`config.mk`:
```
export PLATFORM = sky130hd
export DESIGN_NAME = iq_deinterleave
export DESIGN_NICKNAME = d
export VERILOG_FILES = /design/src/rtl/iq_pkg.sv /design/src/rtl/sat_cnt.sv /design/src/rtl/iq_deinterleave.sv
export SDC_FILE = /design/constraint.sdc
export NUM_CORES = 1
export LEC_CHECK = 0
export CORE_MARGIN = 1.5
export CORE_UTILIZATION = 34
export CTS_BUF_LIST = sky130_fd_sc_hd__clkbuf_2 sky130_fd_sc_hd__clkbuf_4 sky130_fd_sc_hd__clkbuf_8
export CTS_CLUSTER_DIAMETER = 150
export DETAILED_ROUTE_END_ITERATION = 7
export SLEW_MARGIN = 0
export SYNTH_ARGS = -nofsm -noshare
export SYNTH_HDL_FRONTEND = slang
export SYNTH_SLANG_ARGS = --single-unit
```
`constraint.sdc`:
```
create_clock -name clk_i -period 3 [get_ports clk_i]
set_input_delay 0.6 -clock clk_i [delete_from_list [all_inputs] [get_ports clk_i]]
set_output_delay 0.6 -clock clk_i [all_outputs]
set_load 0.01 [all_outputs]
```
`src/rtl/iq_pkg.sv`:
```
// rtl/iq_pkg.sv - shared I/Q types for the time-multiplexer / deinterleaver pair
//
// Purpose : common word width, complex sample struct and the lock FSM
//           state type used on both sides of the 2x-rate I/Q link.
// Ports   : none (package).

package iq_pkg;

  // Native I/Q word width of the link.
  localparam int IQ_DATA_W = 16;

  // One complex sample as carried between the two halves of the link.
  typedef struct packed {
    logic signed [IQ_DATA_W-1:0] re;
    logic signed [IQ_DATA_W-1:0] im;
  } iq_sample_t;

  // Alternation lock tracking on the receive side.
  typedef enum logic [1:0] {
    UNLOCKED = 2'd0,
    LOCKING  = 2'd1,
    LOCKED   = 2'd2
  } iq_lock_state_t;

endpackage

```
`src/rtl/sat_cnt.sv`:
```
// rtl/sat_cnt.sv - saturating up-counter with synchronous clear
//
// Purpose : counts inc_i pulses, sticks at all-ones, clr_i has priority
//           over inc_i in the same cycle.
// Ports   :
//   clk_i  in   1   clock, posedge
//   rst_i  in   1   asynchronous reset, active-high
//   inc_i  in   1   increment request
//   clr_i  in   1   synchronous clear (wins over inc_i)
//   cnt_o  out  W   current count

module sat_cnt #(
  parameter int W = 8
) (
  input  logic         clk_i,
  input  logic         rst_i,
  input  logic         inc_i,
  input  logic         clr_i,
  output logic [W-1:0] cnt_o
);

  logic at_max;

  assign at_max = (cnt_o == {W{1'b1}});

  always_ff @(posedge clk_i or posedge rst_i) begin
    if (rst_i) begin
      cnt_o <= '0;
    end else if (clr_i) begin
      cnt_o <= '0;
    end else if (inc_i && !at_max) begin
      cnt_o <= cnt_o + W'(1);
    end
  end

endmodule

```
`src/rtl/iq_deinterleave.sv`:
```
// rtl/iq_deinterleave.sv - rebuilds complex pairs from the 2x-rate interleaved I/Q stream
//
// Purpose : receive half of the I/Q time-multiplexer. Samples one word per
//           fast clock, tracks real/imag flag alternation, declares lock after
//           LOCK_CNT consecutive alternations, and once locked emits each
//           real->imag pair with a one-cycle valid strobe. Repeated flags while
//           locked are sequence errors: pulsed on err_o and counted.
// Ports   :
//   clk_i      in   1          fast (2x) clock, posedge
//   rst_i      in   1          asynchronous reset, active-high
//   data_i     in   DATA_W     signed interleaved word, one per cycle
//   re_p_im_i  in   1          1 = data_i is real, 0 = imaginary
//   err_clr_i  in   1          synchronous clear of err_cnt_o
//   data_re_o  out  DATA_W     reassembled real part (held between strobes)
//   data_im_o  out  DATA_W     reassembled imaginary part (held between strobes)
//   valid_o    out  1          one-cycle strobe for a new pair
//   locked_o   out  1          alternation locked
//   err_o      out  1          one-cycle pulse per sequence error while locked
//   err_cnt_o  out  ERR_CNT_W  saturating sequence error count

module iq_deinterleave #(
  parameter int DATA_W    = 16,
  parameter int LOCK_CNT  = 4,
  parameter int ERR_CNT_W = 8
) (
  input  logic                     clk_i,
  input  logic                     rst_i,
  input  logic signed [DATA_W-1:0] data_i,
  input  logic                     re_p_im_i,
  input  logic                     err_clr_i,
  output logic signed [DATA_W-1:0] data_re_o,
  output logic signed [DATA_W-1:0] data_im_o,
  output logic                     valid_o,
  output logic                     locked_o,
  output logic                     err_o,
  output logic [ERR_CNT_W-1:0]     err_cnt_o
);

  import iq_pkg::*;

  localparam int ALT_W = $clog2(LOCK_CNT + 1);
  // Count value at which the next alternation completes the lock.
  localparam logic [ALT_W-1:0] ALT_LAST = ALT_W'(LOCK_CNT - 1);

  iq_lock_state_t           state;
  iq_lock_state_t           state_nxt;
  logic [ALT_W-1:0]         alt_cnt;
  logic [ALT_W-1:0]         alt_cnt_nxt;
  logic                     prev_vld;
  logic                     prev_flag;
  logic signed [DATA_W-1:0] re_hold;

  logic alt_evt;
  logic seq_err;
  logic pair_fire;
  logic err_fire;

  // Flag relation to the previous sample; both are meaningless before the
  // first sample after reset, hence the prev_vld qualifier.
  assign alt_evt = prev_vld && (re_p_im_i != prev_flag);
  assign seq_err = prev_vld && (re_p_im_i == prev_flag);

  // ---------------------------------------------------------------------
  // Lock FSM: next state and per-sample decisions
  // ---------------------------------------------------------------------
  always_comb begin
    state_nxt   = state;
    alt_cnt_nxt = alt_cnt;
    pair_fire   = 1'b0;
    err_fire    = 1'b0;

    unique case (state)
      UNLOCKED: begin
        // First sample only establishes prev_flag; nothing to compare yet.
        state_nxt   = LOCKING;
        alt_cnt_nxt = '0;
      end

      LOCKING: begin
        if (alt_evt) begin
          if (alt_cnt == ALT_LAST) begin
            state_nxt   = LOCKED;
            alt_cnt_nxt = '0;
          end else begin
            alt_cnt_nxt = alt_cnt + ALT_W'(1);
          end
        end else if (seq_err) begin
          // Unlocked errors only restart the alternation count.
          alt_cnt_nxt = '0;
        end
      end

      LOCKED: begin
        if (seq_err) begin
          // Drop back to re-acquire; the pending real word cannot complete a
          // pair because pairing requires the LOCKED state again.
          err_fire    = 1'b1;
          state_nxt   = LOCKING;
          alt_cnt_nxt = '0;
        end else if (!re_p_im_i && prev_flag) begin
          // Imaginary word directly following a real word: complete pair.
          pair_fire = 1'b1;
        end
      end

      default: begin
        state_nxt   = UNLOCKED;
        alt_cnt_nxt = '0;
      end
    endcase
  end

  // ---------------------------------------------------------------------
  // State, sample history and output registers
  // ---------------------------------------------------------------------
  always_ff @(posedge clk_i or posedge rst_i) begin
    if (rst_i) begin
      state     <= UNLOCKED;
      alt_cnt   <= '0;
      prev_vld  <= 1'b0;
      prev_flag <= 1'b0;
      re_hold   <= '0;
      locked_o  <= 1'b0;
      valid_o   <= 1'b0;
      err_o     <= 1'b0;
      data_re_o <= '0;
      data_im_o <= '0;
    end else begin
      state     <= state_nxt;
      alt_cnt   <= alt_cnt_nxt;
      prev_vld  <= 1'b1;
      prev_flag <= re_p_im_i;

      // Every real word is captured regardless of lock state so that a pair
      // straddling the lock-entry edge still has its real part available.
      if (re_p_im_i) begin
        re_hold <= data_i;
      end

      locked_o <= (state_nxt == LOCKED);
      valid_o  <= pair_fire;
      err_o    <= err_fire;

      if (pair_fire) begin
        data_re_o <= re_hold;
        data_im_o <= data_i;
      end
    end
  end

  // ---------------------------------------------------------------------
  // Sequence error counter (clear wins over a coincident error)
  // ---------------------------------------------------------------------
  sat_cnt #(
    .W (ERR_CNT_W)
  ) u_err_cnt (
    .clk_i (clk_i),
    .rst_i (rst_i),
    .inc_i (err_fire),
    .clr_i (err_clr_i),
    .cnt_o (err_cnt_o)
  );

endmodule

```
==> results.py, run 1 <==
metrics = {
    "synthesis": {
        "synth-seq-cells": 66,
        "synth_area_leader_cell": "dfrtp_1",
        "synth.avg_cell_area_um2": 13.8,
        "yosysWarnings": 0,
        "synthTopCellsByArea": "dfrtp_1, mux2_2, ha_1",
        "yosysUniqueCellTypes": 33,
        "synth_top_area_share_pct": 60.7,
        "syn_area_um2": 2720,
        "synth_nets": 224,
        "syn_inst": 197,
        "ys_seq_area_share_pct": 60.7,
    },
    "clocking": {
        "cts_buffer_depth": 2,
        "clk_pin_slew_ns": 0.07,
        "cts_resized": 0,
        "htreeDepth": 3,
        "cts_sinks": 66,
        "post-cts-setup-buffers": 0,
        "numCtsBuffers": 9,
        "hold_buffers": 0,
        "clock_latency_ns": 0.34,
        "cts_tree": "built",
        "clockRootBuffer": "clkbuf_8",
    },
    "route": {
        "highest_layer": "met4",
        "wl_met3_um": 426,
        "drtIter0Drc": 92,
        "routed_via_density": 4.79,
        "first_pass_iters": 4,
        "drc_errors": 0,
        "met1Wirelength_um": 2410,
        "dr_wl_met2_um": 2330,
        "detail-route-antenna-nets": 0,
        "wl_um": 5230,
        "vias": 1791,
        "avgRoutedWirePerCell_um": 14.0,
    },
    "worst_setup_path": {
        "crit_required_ns": 3.24,
        "worstSetupPathDepth": 7,
        "timing.rr.end": "data_re_o[11]",
        "critPathMaxStageDelay_ns": 0.48,
        "cp-start-kind": "input pin",
        "path_buf_inv": 2,
        "critPathCapture": "u_err_cnt.cnt_o[7]",
        "worst-r2r-setup-slack_ns": 1.21,
        "startpoint": "re_p_im_i",
        "crit_arrival_ns": 2.30,
        "reg2reg_depth": 5,
        "worstPathMaxFanout": 7,
        "reg2reg_from": "state[0]",
        "path_cells": "clkdlybuf4s50_1 -> inv_1 -> ha_1 -> nand3_2 -> nor3_4 -> nand3_1 -> a221oi_2",
        "end_kind": "register",
        "cp_top_family": "simple AND/OR/NAND/NOR gates",
        "slowest_stage": "clkdlybuf4s50_1",
        "critPathKind": "in2reg",
    },
    "placed_design": {
        "io_buffers": 62,
        "pre_cts_slack_ns": 0.620,
        "dp_hpwl_um": 3410,
        "gp_congestion": 0.815,
    },
    "floorplan": {
        "die_h_um": 92.4,
        "fp.dieW_um": 92.4,
        "io_pins": 63,
        "dieArea_um2": 8550,
        "start_util_pct": 35.2,
        "core_region_area_um2": 7730,
        "rows": 32,
    },
    "sta": {
        "hold_violations": 0,
        "worst_slack_ns": 0.945,
        "period_share_pct": 68.5,
        "setup_viol": 0,
        "worst_pin_slew_ns": 0.633,
        "fin_crit_ns": 2.05,
        "tns_ns": 0,
        "slew_violations": 0,
        "rsz0062_at_grt": "no",
        "fmax_mhz": 487,
        "fin_skew_ns": 0.0111,
        "slew_headroom_pct": 57.7,
    },
    "outcome": {
        "status": "finished clean",
    },
    "run": {
        "cap_violations": 0,
    },
    "finish": {
        "syn_to_final_growth_pct": 34.3,
        "diodes": 0,
        "final_nets": 294,
        "final_cell_mix": "dfrtp_1, clkdlybuf4s50_1, mux2_2, nor2_1, clkbuf_8",
        "final_common_cell": "dfrtp_1",
        "layout-drive-gt1-share_pct": 26.5,
    },
    "power_and_ir_drop": {
        "powerDensity_nw_per_um2": 503,
        "ir_worst_vdd_uv": 360,
        "leakage_nw": 1.68,
    },
    "grt": {
        "grt_max_degree": 39,
        "antenna_found_initial": 0,
        "grt_usage_pct": 13.6,
        "grt.overflow.total": 0,
        "grt_pass1_wl_um": 8810,
        "grt_pass1_vias": 1883,
    },
    "hold_path": {
        "hp-class": "reg2reg",
    },
}
[report_power, final]
| group | internal [W] | switching (W) | leakage (nW) |
|---|---|---|---|
| Clock | 0.000303 | 0.000356 | 0.0818 |
| Sequential | 0.000935 | 0.0000306 | 0.877 |
| Combinational | 0.000113 | 0.0000989 | 0.718 |
| Total | 0.00135 | 0.000486 | 1.68 |
[cells in the mapped netlist (all sizes together)]
master,number
mux2i,4
a21oi,3
ha,7
o21a,1
dfrtp,66
a22oi,2
mux2,48
o21ai,2
buf,6
a31oi,1
xor2,3
and3b,1
nand3b,1
nor4,1
a221oi,1
o211ai,2
inv,9
and3,1
conb,1
nor2b,3
nor2,12
o22ai,1
a21o,1
nor3,3
nand4,1
a21boi,1
a211oi,2
nand2,7
nand3,6
[routing by layer]
layer  up-vias  GRT usage (%)
met4         0           5.26
met3         8           7.47
met5         -              0
met2        55           19.7
met1       897           17.0
li1        831              -
[cells by family after synthesis]
| family | synth area share (%) |
|---|---|
| compound gates | 4.42 |
| xor+xnor | 0.966 |
| fa+ha+maj | 3.22 |
| buf+inv | 2.30 |
| flops | 60.7 |
| mux | 21.3 |
| other cells | 0.138 |
| simple gates | 6.90 |
[per-stage QoR]
stage	std cells	utilization (%)	cell area (um2)	power [W]	hold slack [ns]
6_report	374	47.3	3650	0.00184	0.506
5_1_grt	374	47.3	3650	0.00194	0.518
4_1_cts	374	47.3	3650	0.00187	0.510
3_5_place_dp	358	45.0	3470	0.00120	0.492
3_3_place_gp	358	45.0	3470	0.00119	0.485
2_1_floorplan	197	-	2720	0.00111	0.477
[worst min path at each step]
stage / endpoint / startpoint / cells past startpoint
after global placement: data_re_o[3] / re_hold[3] / 1
final: data_re_o[13] / re_hold[13] / 1
after CTS: re_hold[13] / re_hold[13] / 1
after floorplan: re_hold[10] / re_hold[10] / 1
after global routing: re_hold[13] / re_hold[13] / 1
after detailed placement: re_hold[12] / re_hold[12] / 1
[final cells by class]
type | count | area [um2]
clock inverter | 7 | 53.8
clock buffer | 9 | 124
fill | 726 | 4080
sequential | 66 | 1650
multi-input combinational | 116 | 1010
inverter | 9 | 33.8
timing repair buffer | 65 | 656
tap | 102 | 128
[flip-flops by register name, summed over array words and instances, names as in the netlist]
name and count:
data_im_o 16, data_re_o 16, re_hold 16, u_err_cnt.cnt_o 8, alt_cnt 3, state 2, err_o 1, locked_o 1
prev_flag 1, prev_vld 1, valid_o 1
(Power assumes the default switching activity.)
==> inputs of run 2 (changes only) <==
Clock period 3 ns to 1.82 ns, I/O delays scaled along.
==> results.py, run 2 (synthesized netlist as in run 1, its figures left out) <==
metrics = {
    "placed_design": {
        "place_area_um2": 3540,
        "dp_hpwl_um": 3460,
        "io_buffers": 62,
        "gp_congestion": 0.779,
    },
    "worst_setup_path": {
        "critPathCapture": "err_cnt_o[2]",
        "cp_top_family": "buffers and inverters",
        "reg2reg_depth": 6,
        "path_buf_inv": 1,
        "cp-start-kind": "register",
        "worstSetupPathDepth": 1,
        "worstPathMaxFanout": 6,
        "crit_arrival_ns": 1.37,
        "crit_required_ns": 1.46,
        "worst-r2r-setup-slack_ns": 0.16,
        "path_cells": "clkdlybuf4s50_1",
        "slowest_stage": "clkdlybuf4s50_1",
        "startpoint": "u_err_cnt.cnt_o[2]",
        "timing.rr.end": "locked_o",
        "critPathMaxStageDelay_ns": 0.57,
        "critPathKind": "reg2out",
        "end_kind": "output port",
        "reg2reg_from": "state[0]",
    },
    "finish": {
        "diodes": 0,
        "final_cell_mix": "dfrtp_1, clkdlybuf4s50_1, mux2_2, nor2_1, clkbuf_8",
        "fill_cells": 679,
        "final_nets": 299,
        "final_area_um2": 3770,
        "syn_to_final_growth_pct": 38.5,
        "top_regs": "data_im_o (16), data_re_o (16), re_hold (16)",
        "final_common_cell": "dfrtp_1",
        "layout-drive-gt1-share_pct": 28.2,
    },
    "power_and_ir_drop": {
        "leakage_nw": 1.73,
        "combPwrFrac_pct": 10.7,
        "power.total_w": 0.00333,
        "powerDensity_nw_per_um2": 885,
        "swShare_pct": 24.4,
        "power.switching_w": 0.000814,
        "clockPowerShare_pct": 41.6,
        "ir_worst_vdd_uv": 433,
        "p_int_w": 0.00252,
        "pwr-share-seq_pct": 47.7,
    },
    "route": {
        "drc_errors": 0,
        "drtIter0Drc": 82,
        "detail-route-antenna-nets": 0,
        "first_pass_iters": 4,
        "vias": 1788,
        "wl_um": 5190,
        "routed_via_density": 4.72,
        "avgRoutedWirePerCell_um": 13.7,
    },
    "grt": {
        "grt_use_met3_pct": 4.52,
        "use_met2_pct": 18.3,
        "grt.overflow.total": 0,
        "grt_usage_pct": 12.9,
        "grt_max_degree": 67,
        "grt_pass1_vias": 1712,
        "grt_pass1_wl_um": 8440,
        "antenna_found_initial": 0,
        "met1_usage_pct": 17.3,
        "grt-busiest-layer": "met2",
    },
    "floorplan": {
        "dieArea_um2": 8550,
        "io_pins": 63,
        "rows": 32,
        "die_h_um": 92.4,
        "start_util_pct": 35.2,
        "fp.dieW_um": 92.4,
        "core_region_area_um2": 7730,
    },
    "sta": {
        "slew_violations": 0,
        "fin_crit_ns": 1.74,
        "fin_skew_ns": 0.0130,
        "rsz0062_at_grt": "no",
        "period_share_pct": 95.3,
        "setup_viol": 0,
        "hold_violations": 0,
        "fmax_mhz": 576,
    },
    "clocking": {
        "post-cts-setup-buffers": 0,
        "hold_buffers": 0,
        "cts_resized": 0,
        "cts_sinks": 66,
        "clockRootBuffer": "clkbuf_8",
        "clock_latency_ns": 0.35,
        "numCtsBuffers": 9,
        "htreeDepth": 3,
        "clk_pin_slew_ns": 0.08,
        "cts_buffer_depth": 2,
        "cts_tree": "built",
    },
    "run": {
        "cap_violations": 0,
    },
    "hold_path": {
        "hp-class": "in2async",
    },
    "outcome": {
        "status": "finished clean",
    },
}
## run 2: cell count changes in the layout (fill, tap and decap cells not counted), sizes merged
cell      delta
buf          +5
clkinv       -1
bufinv       +2
clkinvlp     -1
## run 2: through the flow
stage	utilization, %	TNS (ns)	cells	hold slack, ns	worst slack, ns
floorplan	-	0	197	0.395	0.0392
global placement	45.8	-3.40	363	0.483	-0.148
detailed placement	45.8	-4.55	363	0.491	-0.192
CTS	48.7	0	379	0.452	0.0565
global route	48.7	0	379	0.503	0.00891
finish	48.7	0	379	0.449	0.0847
## run 2: worst min-delay path by stage
stage,startpoint,end,slack (ns),cells past startpoint
detailed placement,re_hold[15],data_re_o[15],0.49,1
CTS,rst_i,u_err_cnt.cnt_o[4],0.45,3
global route,rst_i,re_hold[15],0.50,3
floorplan,re_p_im_i,prev_flag,0.40,0
finish,rst_i,u_err_cnt.cnt_o[3],0.45,3
global placement,re_hold[3],data_re_o[3],0.48,1
## run 2: power by group through the flow
stage	clock network (W)	registers, W	logic (W)
floorplan	0	0.00162	0.000211
global placement	0	0.00162	0.000354
detailed placement	0	0.00162	0.000359
CTS	0.00145	0.00159	0.000360
global route	0.00150	0.00160	0.000393
finish	0.00139	0.00159	0.000355
## run 2: area by class of cell
class | count | area [um2] | area share [%]
Timing Repair Buffer | 70 | 706 | 18.7
Sequential cell | 66 | 1650 | 43.9
Multi-Input combinational cell | 116 | 1020 | 27.0
Clock inverter | 7 | 101 | 2.69
Inverter | 9 | 37.5 | 0.997
Tap cell | 102 | 128 | 3.39
Clock buffer | 9 | 124 | 3.29
## run 2: metal layers
metal | routed length, um | share of wire [%]
met4 | 78 | 1.5
met3 | 329 | 6.3
met5 | 0 | 0
met2 | 2370 | 46
met1 | 2410 | 46
==> inputs of run 3 (changes only) <==
Clock period 1.82 ns to 2.2 ns, I/O delays scaled along.
==> results.py, run 3 (synthesized netlist as in run 1, its figures left out) <==
metrics = {
    "outcome": {
        "status": "finished clean",
    },
    "placed_design": {
        "io_buffers": 62,
        "place_area_um2": 3490,
        "gp_congestion": 0.806,
        "dp_hpwl_um": 3410,
    },
    "hold_path": {
        "hp-class": "in2async",
    },
    "route": {
        "wl_um": 5210,
        "drc_errors": 0,
        "first_pass_iters": 4,
        "drtIter0Drc": 59,
        "vias": 1779,
        "avgRoutedWirePerCell_um": 13.9,
        "routed_via_density": 4.74,
        "detail-route-antenna-nets": 0,
    },
    "floorplan": {
        "core_region_area_um2": 7730,
        "fp.dieW_um": 92.4,
        "io_pins": 63,
        "die_h_um": 92.4,
        "dieArea_um2": 8550,
        "start_util_pct": 35.2,
        "rows": 32,
    },
    "clocking": {
        "cts_buffer_depth": 2,
        "numCtsBuffers": 9,
        "post-cts-setup-buffers": 0,
        "clock_latency_ns": 0.33,
        "htreeDepth": 3,
        "clockRootBuffer": "clkbuf_8",
        "clk_pin_slew_ns": 0.08,
        "cts_resized": 0,
        "cts_tree": "built",
        "cts_sinks": 66,
        "hold_buffers": 0,
    },
    "worst_setup_path": {
        "worst-r2r-setup-slack_ns": 0.52,
        "path_buf_inv": 2,
        "crit_required_ns": 2.44,
        "slowest_stage": "clkdlybuf4s50_1",
        "end_kind": "register",
        "path_cells": "clkdlybuf4s50_1 -> inv_1 -> ha_1 -> nand3_2 -> nor3_4 -> nand3_1 -> a221oi_2",
        "cp-start-kind": "input pin",
        "critPathKind": "in2reg",
        "critPathMaxStageDelay_ns": 0.49,
        "crit_arrival_ns": 2.12,
        "worstPathMaxFanout": 6,
        "cp_top_family": "simple AND/OR/NAND/NOR gates",
    },
    "finish": {
        "top_regs": "data_im_o (16), data_re_o (16), re_hold (16)",
        "layout-drive-gt1-share_pct": 26.7,
        "final_area_um2": 3700,
        "final_nets": 295,
        "syn_to_final_growth_pct": 36.0,
        "diodes": 0,
        "final_common_cell": "dfrtp_1",
        "final_cell_mix": "dfrtp_1, clkdlybuf4s50_1, mux2_2, nor2_1, clkbuf_8",
    },
    "grt": {
        "antenna_found_initial": 0,
        "grt_max_degree": 67,
        "grt_pass1_vias": 1911,
        "grt.overflow.total": 0,
        "grt_pass1_wl_um": 9050,
        "grt_usage_pct": 13.9,
    },
    "sta": {
        "fmax_mhz": 531,
        "fin_crit_ns": 1.88,
        "tns_ns": 0,
        "fin_skew_ns": 0.00530,
        "period_share_pct": 85.5,
        "whs_ns": 0.478,
        "slew_violations": 0,
        "rsz0062_at_grt": "no",
        "setup_viol": 0,
        "hold_violations": 0,
    },
    "power_and_ir_drop": {
        "pwr-share-seq_pct": 49.9,
        "combPwrFrac_pct": 11.0,
        "powerDensity_nw_per_um2": 713,
        "p_int_w": 0.00199,
        "power.switching_w": 0.000651,
        "clockPowerShare_pct": 39.1,
        "ir_worst_vdd_uv": 384,
        "leakage_nw": 1.70,
        "swShare_pct": 24.7,
    },
    "run": {
        "cap_violations": 0,
    },
}
run 3: per-stage QoR:
stage	utilization [%]	worst slack, ns	power [W]	cells
3_3_place_gp	45.2	0.0285	0.00163	359
5_1_grt	47.9	0.195	0.00277	375
4_1_cts	47.9	0.318	0.00268	375
2_1_floorplan	-	0.105	0.00151	197
3_5_place_dp	45.2	-0.0323	0.00163	359
6_report	47.9	0.318	0.00264	375
run 3: area by class of cell:
cell class / instances / area, um2
Timing Repair Buffer: 66 / 676
Clock buffer: 10 / 138
Clock inverter: 6 / 66.3
Inverter: 9 / 33.8
Sequential cell: 66 / 1650
Fill cell: 704 / 4030
Tap cell: 102 / 128
Multi-Input combinational cell: 116 / 1010
run 3: power groups by stage:
stage               combinational (W)  clock, W  sequential [W]
floorplan                    0.000171         0         0.00134
global placement             0.000291         0         0.00134
detailed placement           0.000294         0         0.00134
CTS                          0.000296   0.00107         0.00132
global route                 0.000327   0.00112         0.00133
finish                       0.000289   0.00103         0.00132
run 3: final timing paths:
check,cells past startpoint,from,endpoint
min reg2reg,1,re_hold[4],re_hold[4]
max reg2reg,6,state[0],u_err_cnt.cnt_o[7]
max in group asynchronous,3,rst_i,data_re_o[1]
min in group clk_i,1,re_hold[4],re_hold[4]
max,7,re_p_im_i,u_err_cnt.cnt_o[7]
min,3,rst_i,u_err_cnt.cnt_o[3]
run 3: worst register-to-register path, cell delays in order, from the launching register on:
cell and delay [ns]:
dfrtp_1 0.44, inv_1 0.13, ha_1 0.26, nand3_2 0.16, nor3_4 0.28, nand3_1 0.12
a221oi_2 0.21
run 3: layer usage:
metal  global-route usage [%]  vias to the layer above  routed length, um
li1                         -                      829                  -
met1                     16.8                      897               2320
met2                     20.9                       49               2390
met3                     6.73                        4                453
met4                     6.03                        0                 42
met5                        0                        -                  0
